File: config.mk
export PLATFORM = sky130hd
export DESIGN_NAME = nand_op_sequencer
export DESIGN_NICKNAME = d
export VERILOG_FILES = /design/src/rtl/nand_op_sequencer.sv
export SDC_FILE = /design/constraint.sdc
export NUM_CORES = 1
export LEC_CHECK = 0
export CAP_MARGIN = 25
export CELL_PAD_IN_SITES_DETAIL_PLACEMENT = 1
export CELL_PAD_IN_SITES_GLOBAL_PLACEMENT = 2
export CORE_ASPECT_RATIO = 1.5
export CORE_MARGIN = 3
export CORE_UTILIZATION = 31
export DETAILED_ROUTE_END_ITERATION = 10
export GPL_ROUTABILITY_DRIVEN = 0
export PLACE_DENSITY_LB_ADDON = 0.1
export SLEW_MARGIN = 20
export SYNTH_ARGS = -nofsm -noshare
export SYNTH_HDL_FRONTEND = slang
export SYNTH_SLANG_ARGS = --single-unit
File: constraint.sdc
create_clock -name clk -period 6.2 [get_ports clk]
set_clock_uncertainty 0.05 [all_clocks]
set_input_delay 0.93 -clock clk [delete_from_list [all_inputs] [get_ports clk]]
set_output_delay 0.93 -clock clk [all_outputs]
set_load 0.005 [all_outputs]
File: src/rtl/nand_op_sequencer.sv
// NAND operation sequencer: walks read/program/erase/status operations through
// command, address, data and status steps on the timing controller, waits on
// R/B# with a timeout and reports pass/fail per operation.
module nand_op_sequencer #(
   parameter int unsigned RB_DLY = 8,
   parameter int unsigned TO_W   = 24
) (
   input  logic            clk,
   input  logic            rst,
   input  logic            op_req,
   input  logic [1:0]      op_type,
   input  logic [15:0]     op_col,
   input  logic [23:0]     op_row,
   input  logic            ecc_en,
   input  logic [15:0]     cfg_settime,
   input  logic [15:0]     cfg_holdtime,
   input  logic [TO_W-1:0] cfg_timeout,
   input  logic            rnb_i,
   input  logic [7:0]      status_i,
   output logic            tc_start,
   output logic [2:0]      tc_cmd_code,
   output logic [15:0]     tc_settime,
   output logic [15:0]     tc_holdtime,
   input  logic            tc_done,
   output logic [7:0]      cmd_byte_o,
   output logic            op_busy,
   output logic            op_done,
   output logic [1:0]      op_err,
   output logic [7:0]      status_o
);

   localparam logic [1:0] OP_READ  = 2'b00;
   localparam logic [1:0] OP_PROG  = 2'b01;
   localparam logic [1:0] OP_ERASE = 2'b10;
   localparam logic [1:0] OP_STAT  = 2'b11;
   localparam int unsigned DLY_W   = (RB_DLY > 2) ? $clog2(RB_DLY) : 1;

   typedef enum logic [2:0] {S_IDLE, S_ISSUE, S_WAIT, S_RB_DLY, S_RB_WAIT, S_DONE} state_e;
   typedef enum logic [2:0] {K_CMD, K_ADDR, K_DATA, K_STAT, K_RB, K_END} kind_e;
   typedef struct packed {
      kind_e      kind;
      logic [7:0] cmd;
   } step_t;

   // Step table: what each step index means for a given operation type.
   function automatic step_t step_lookup(input logic [1:0] op, input logic [2:0] idx);
      step_t s;
      s = '{K_END, 8'h00};
      case (op)
         OP_READ: case (idx)
            3'd0:    s = '{K_CMD,  8'h00};
            3'd1:    s = '{K_ADDR, 8'h00};
            3'd2:    s = '{K_CMD,  8'h30};
            3'd3:    s = '{K_RB,   8'h00};
            3'd4:    s = '{K_DATA, 8'h00};
            default: s = '{K_END,  8'h00};
         endcase
         OP_PROG: case (idx)
            3'd0:    s = '{K_CMD,  8'h80};
            3'd1:    s = '{K_ADDR, 8'h00};
            3'd2:    s = '{K_DATA, 8'h00};
            3'd3:    s = '{K_CMD,  8'h10};
            3'd4:    s = '{K_RB,   8'h00};
            3'd5:    s = '{K_CMD,  8'h70};
            3'd6:    s = '{K_STAT, 8'h00};
            default: s = '{K_END,  8'h00};
         endcase
         OP_ERASE: case (idx)
            3'd0:    s = '{K_CMD,  8'h60};
            3'd1:    s = '{K_ADDR, 8'h00};
            3'd2:    s = '{K_CMD,  8'hD0};
            3'd3:    s = '{K_RB,   8'h00};
            3'd4:    s = '{K_CMD,  8'h70};
            3'd5:    s = '{K_STAT, 8'h00};
            default: s = '{K_END,  8'h00};
         endcase
         OP_STAT: case (idx)
            3'd0:    s = '{K_CMD,  8'h70};
            3'd1:    s = '{K_STAT, 8'h00};
            default: s = '{K_END,  8'h00};
         endcase
      endcase
      return s;
   endfunction

   state_e          state_q, state_d;
   logic [2:0]      step_q, step_d;
   logic [2:0]      addr_q, addr_d;
   logic [DLY_W-1:0] dly_q, dly_d;
   logic [TO_W-1:0] to_q, to_d;
   logic [1:0]      err_q, err_d;
   logic [7:0]      status_q, status_d;
   logic [1:0]      sync_q;
   logic [1:0]      op_q;
   logic [15:0]     col_q;
   logic [23:0]     row_q;
   logic            ecc_q;
   logic [15:0]     set_q, hold_q;
   logic [TO_W-1:0] tmo_q;

   step_t           cur_step, nxt_step;
   logic [2:0]      addr_last;
   logic [7:0]      addr_byte;
   logic [2:0]      step_code;
   logic [7:0]      step_byte;
   logic            accept;
   logic            advance;
   logic            rnb_s;
   logic [TO_W-1:0] to_inc;

   assign accept = (state_q == S_IDLE) && op_req;
   assign rnb_s  = sync_q[1];
   assign to_inc = to_q + TO_W'(1);

   // Decode the current and following step into bus code and byte.
   always_comb begin
      cur_step  = step_lookup(op_q, step_q);
      nxt_step  = step_lookup(op_q, step_q + 3'd1);
      addr_last = (op_q == OP_ERASE) ? 3'd2 : 3'd4;
      addr_byte = '0;
      if (op_q == OP_ERASE) begin
         case (addr_q)
            3'd0:    addr_byte = row_q[7:0];
            3'd1:    addr_byte = row_q[15:8];
            default: addr_byte = row_q[23:16];
         endcase
      end else begin
         case (addr_q)
            3'd0:    addr_byte = col_q[7:0];
            3'd1:    addr_byte = col_q[15:8];
            3'd2:    addr_byte = row_q[7:0];
            3'd3:    addr_byte = row_q[15:8];
            default: addr_byte = row_q[23:16];
         endcase
      end
      step_code = 3'b000;
      step_byte = '0;
      case (cur_step.kind)
         K_CMD:  begin step_code = 3'b000; step_byte = cur_step.cmd; end
         K_ADDR: begin step_code = 3'b001; step_byte = addr_byte;    end
         K_STAT: step_code = 3'b010;
         K_DATA: step_code = (op_q == OP_READ) ? {2'b10, ~ecc_q} : {2'b11, ~ecc_q};
         default: step_code = 3'b000;
      endcase
   end

   // State register.
   always_ff @(posedge clk or posedge rst) begin
      if (rst) state_q <= S_IDLE;
      else     state_q <= state_d;
   end

   // Next state plus step, address, delay, timeout and result bookkeeping.
   always_comb begin
      state_d  = state_q;
      step_d   = step_q;
      addr_d   = addr_q;
      dly_d    = dly_q;
      to_d     = to_q;
      err_d    = err_q;
      status_d = status_q;
      advance  = 1'b0;
      case (state_q)
         S_IDLE: if (accept) begin
            state_d = S_ISSUE;
            step_d  = '0;
            addr_d  = '0;
            err_d   = '0;
         end
         S_ISSUE: state_d = S_WAIT;
         S_WAIT: if (tc_done) begin
            if (cur_step.kind == K_ADDR && addr_q != addr_last) begin
               addr_d  = addr_q + 3'd1;
               state_d = S_ISSUE;
            end else begin
               addr_d  = '0;
               advance = 1'b1;
               if (cur_step.kind == K_STAT) begin
                  status_d = status_i;
                  if (op_q != OP_STAT) err_d[0] = status_i[0];
               end
            end
         end
         S_RB_DLY: begin
            if (dly_q == DLY_W'(RB_DLY - 1)) begin
               state_d = S_RB_WAIT;
               to_d    = '0;
            end else begin
               dly_d = dly_q + DLY_W'(1);
            end
         end
         S_RB_WAIT: begin
            if (rnb_s) begin
               advance = 1'b1;
            end else if (to_inc >= tmo_q) begin
               err_d[1] = 1'b1;
               state_d  = S_DONE;
            end else begin
               to_d = to_inc;
            end
         end
         S_DONE:  state_d = S_IDLE;
         default: state_d = S_IDLE;
      endcase
      // A finished step moves on to whatever the table lists next.
      if (advance) begin
         step_d = step_q + 3'd1;
         case (nxt_step.kind)
            K_RB: begin
               state_d = S_RB_DLY;
               dly_d   = '0;
            end
            K_END:   state_d = S_DONE;
            default: state_d = S_ISSUE;
         endcase
      end
   end

   // Datapath registers and request capture.
   always_ff @(posedge clk or posedge rst) begin
      if (rst) begin
         step_q   <= '0;
         addr_q   <= '0;
         dly_q    <= '0;
         to_q     <= '0;
         err_q    <= '0;
         status_q <= '0;
         op_q     <= '0;
         col_q    <= '0;
         row_q    <= '0;
         ecc_q    <= 1'b0;
         set_q    <= '0;
         hold_q   <= '0;
         tmo_q    <= '0;
      end else begin
         step_q   <= step_d;
         addr_q   <= addr_d;
         dly_q    <= dly_d;
         to_q     <= to_d;
         err_q    <= err_d;
         status_q <= status_d;
         if (accept) begin
            op_q   <= op_type;
            col_q  <= op_col;
            row_q  <= op_row;
            ecc_q  <= ecc_en;
            set_q  <= cfg_settime;
            hold_q <= cfg_holdtime;
            tmo_q  <= cfg_timeout;
         end
      end
   end

   // Two-flop synchronizer for the asynchronous R/B# pin.
   always_ff @(posedge clk or posedge rst) begin
      if (rst) sync_q <= '0;
      else     sync_q <= {sync_q[0], rnb_i};
   end

   // Outputs decoded from state; code and byte held through ISSUE and WAIT.
   always_comb begin
      tc_start    = (state_q == S_ISSUE);
      tc_cmd_code = '0;
      cmd_byte_o  = '0;
      if (state_q == S_ISSUE || state_q == S_WAIT) begin
         tc_cmd_code = step_code;
         cmd_byte_o  = step_byte;
      end
      op_busy     = (state_q != S_IDLE) && (state_q != S_DONE);
      op_done     = (state_q == S_DONE);
      op_err      = err_q;
      status_o    = status_q;
      tc_settime  = set_q;
      tc_holdtime = hold_q;
   end

endmodule

==> results.cfg <==
[route]
finalWirelength_um = 25900
post_drt_wl_per_cell_um = 18.0
avgViaCountPerCell = 5.03
route.antenna.remaining_nets = 0
drc = 0
vias = 7236
drt_iter0_drc = 271
first_pass_iters = 5

[critical_path]
worstPathMaxFanout = 14
crit_path_end_kind = primary output
crit_end = cmd_byte_o[7]
worstSetupStartpointType = flop
cp-startpoint = step_q[1]$_DFFE_PP0P_
arrival_ps = 3880
critical_path_class = reg -> out
r2r-end = to_q[9]$_DFFE_PP0P_
reg2regPathDepth = 13
worstPathRequired_ps = 5220
reg2reg_slack_ps = 1650
worstReg2RegStart = to_q[2]$_DFFE_PP0P_

[power_and_ir_drop]
power_density_nw_per_um2 = 446
seqPwrFrac_pct = 33.5
vdd_ir_drop_max_v = 0.000198
p_int_mw = 2.95
p_sw_mw = 1.83
p_comb_share_pct = 43.1
leakage_nw = 4.94
p_sw_share_pct = 38.2
clkPwrFrac_pct = 23.5

[cells_and_area]
syn_to_final_growth_pct = 32.0
final_cell_mix = nand2_1 (310), clkdlybuf4s50_1 (167), dfrtp_1 (147)
drive_above_1_share_pct = 5.32
nFillCells = 3037
final_util_pct = 42.1
fin_cells = 1438
final_common_cell = nand2_1
nNetsFinal = 1250

[logic_synthesis]
syn_avg_cell_area_um2 = 8.48
ys_warn_count = 0
ys_ff_latch = 147
synth_area_um2 = 8110
async_reset_ff_share_pct = 100
synth_edf_count = 0
ys_types = 65
synth_seq_area_share_pct = 45.3
synth_ff_type = dfrtp_1
syn_inst = 957
synth_nets = 1110

[timing]
relSlewSlack_pct = 36.7
whs_ps = 321
tightest_slew_ps = 950
setup_tns_ps = 0
hold_viol_final = 0
fin_crit_sh_pct = 78.4
drv_slew = 0
setup_viol = 0
period_needed_ps = 4860
clock.fmax_mhz = 206
rsz0062_at_grt = no

[global_routing]
grt_max_degree = 92
antenna_found_initial = 2
overflow = 0
grt_pass1_wl_um = 42100
grt_pass1_vias = 7628
grt_util_all_layers_pct = 18.6

[place]
dp.cells = 1405
numPortBuffers = 167
dp_hpwl_um = 18800

[floorplan]
dieArea_um2 = 28200
start_util_pct = 31.9
die_y_um = 204
core_area_um2 = 25400
fp-row-count = 71
io_pins = 168
die_w_um = 138

[clocking]
cts_buffers = 17
cts.sinks = 147
postCtsSetupBuffers = 0
ctsHtreeMaxLevel = 4
cts_hold_buf = 0
clk_pin_slew_ps = 60
cts_resized = 0
clock_latency_ps = 430
cts-root-buf = clkbuf_16
cts.path.max_buffers = 2
cts_tree = built

[status]
outcome = complete, no violations

[flow_run]
max_cap_violations = 0

[worst_hold_path]
min_path_type = reg -> reg
## critical path, stage by stage, from the launching register on
cell	delay (ps)
dfrtp_1	500
inv_1	150
ha_1	380
nor2_1	150
a21oi_1	70
or3_1	380
a311o_4	480
nand2b_1	340
a211o_1	330
o41ai_1	80
clkdlybuf4s50_1	570
## power by group through the flow
| stage | clock network, mW | registers (mW) | logic (mW) |
|---|---|---|---|
| finish | 1.12 | 1.60 | 2.06 |
| global route | 1.19 | 1.65 | 2.34 |
| CTS | 1.16 | 1.60 | 2.11 |
| detailed placement | 0 | 1.61 | 2.10 |
| global placement | 0 | 1.60 | 2.05 |
| floorplan | 0 | 1.52 | 1.29 |
## kinds of logic (layout without fill, tap and decap cells)
logic type | count (synthesis) | after routing | synth area share [%]
xor gates and xnor gates | 22 | 22 | 2.38
and+or+nand+nor | 440 | 440 | 23.1
adders and majority gates | 41 | 41 | 6.32
buffers and inverters | 99 | 250 | 4.83
DFF | 147 | 147 | 45.3
muxes | 11 | 11 | 1.48
AOI/OAI and AO/OA | 197 | 197 | 16.5
other | 0 | 2 | 0
## how the worst min path moves through the flow
stage	start	end	depth (start not counted)
after detailed placement	sync_q[0]$_DFF_PP0_	sync_q[1]$_DFF_PP0_	0
after floorplan	sync_q[0]$_DFF_PP0_	sync_q[1]$_DFF_PP0_	0
after CTS	sync_q[0]$_DFF_PP0_	sync_q[1]$_DFF_PP0_	0
after global placement	sync_q[0]$_DFF_PP0_	sync_q[1]$_DFF_PP0_	0
final	sync_q[0]$_DFF_PP0_	sync_q[1]$_DFF_PP0_	0
after global routing	sync_q[0]$_DFF_PP0_	sync_q[1]$_DFF_PP0_	0
## state kept, by name, indices dropped and copies added, names as in the netlist
name / count
tc_settime: 16
op_err: 2
ecc_q: 1
tmo_q: 24
dly_q: 3
to_q: 24
state_q: 3
row_q: 24
op_q: 2
col_q: 16
step_q: 3
tc_holdtime: 16
sync_q: 2
status_o: 8
addr_q: 3
## routing by layer
metal / GRT usage [%] / routed length [µm] / up-vias / share of wire, %
li1: - / - / 3536 / -
met1: 21.1 / 10500 / 3586 / 40
met2: 35.3 / 14500 / 89 / 56
met3: 3.14 / 536 / 25 / 2.1
met4: 5.86 / 440 / 0 / 1.7
met5: 0 / 0 / - / 0
## synthesized netlist by cell type, drive strengths merged, types with 3 or more instances
library cell | number | area, µm²
nand2 | 310 | 1160
dfrtp | 147 | 3680
o21ai | 66 | 342
inv | 46 | 173
ha | 41 | 513
nor2 | 40 | 150
clkbuf | 38 | 143
a21oi | 29 | 145
nand3 | 22 | 110
and3 | 15 | 93.8
buf | 14 | 72.6
xnor2 | 14 | 123
o211ai | 13 | 97.6
nand2b | 11 | 68.8
nand4 | 10 | 62.6
a211oi | 9 | 77.6
a21o | 8 | 60.1
a222oi | 8 | 80.1
mux2 | 8 | 90.1
xor2 | 8 | 70.1
a22o | 7 | 61.3
nor4 | 6 | 58.8
o21a | 6 | 45.0
a221oi | 5 | 43.8
and2 | 5 | 31.3
nor2b | 5 | 31.3
nor3 | 5 | 30.0
o21bai | 5 | 37.5
a21boi | 4 | 30.0
a31oi | 4 | 25.0
o31ai | 4 | 30.0
or3 | 4 | 25.0
a211o | 3 | 26.3
a22oi | 3 | 22.5
mux2i | 3 | 30.0
o41ai | 3 | 26.3
## cell type report
type / instances / area (µm²) / area share, %
multi-input combinational: 711 / 4060 / 38.0
sequential: 147 / 3680 / 34.4
timing repair buffer: 173 / 1740 / 16.3
clock buffer: 21 / 470 / 4.39
tap: 328 / 410 / 3.83
inverter: 47 / 181 / 1.69
clock inverter: 9 / 154 / 1.44
antenna: 2 / 5.00 / 0.0467
## per-stage QoR
step / total power, mW / worst slack, ps / instance area [µm²]
3_5_place_dp: 3.71 / 1550 / 10100
3_3_place_gp: 3.65 / 1590 / 10000
2_1_floorplan: 2.82 / 1270 / 8110
6_report: 4.78 / 1340 / 10700
5_1_grt: 5.18 / 1100 / 10700
4_1_cts: 4.87 / 1310 / 10700
Power figures use the tool's default switching activity.
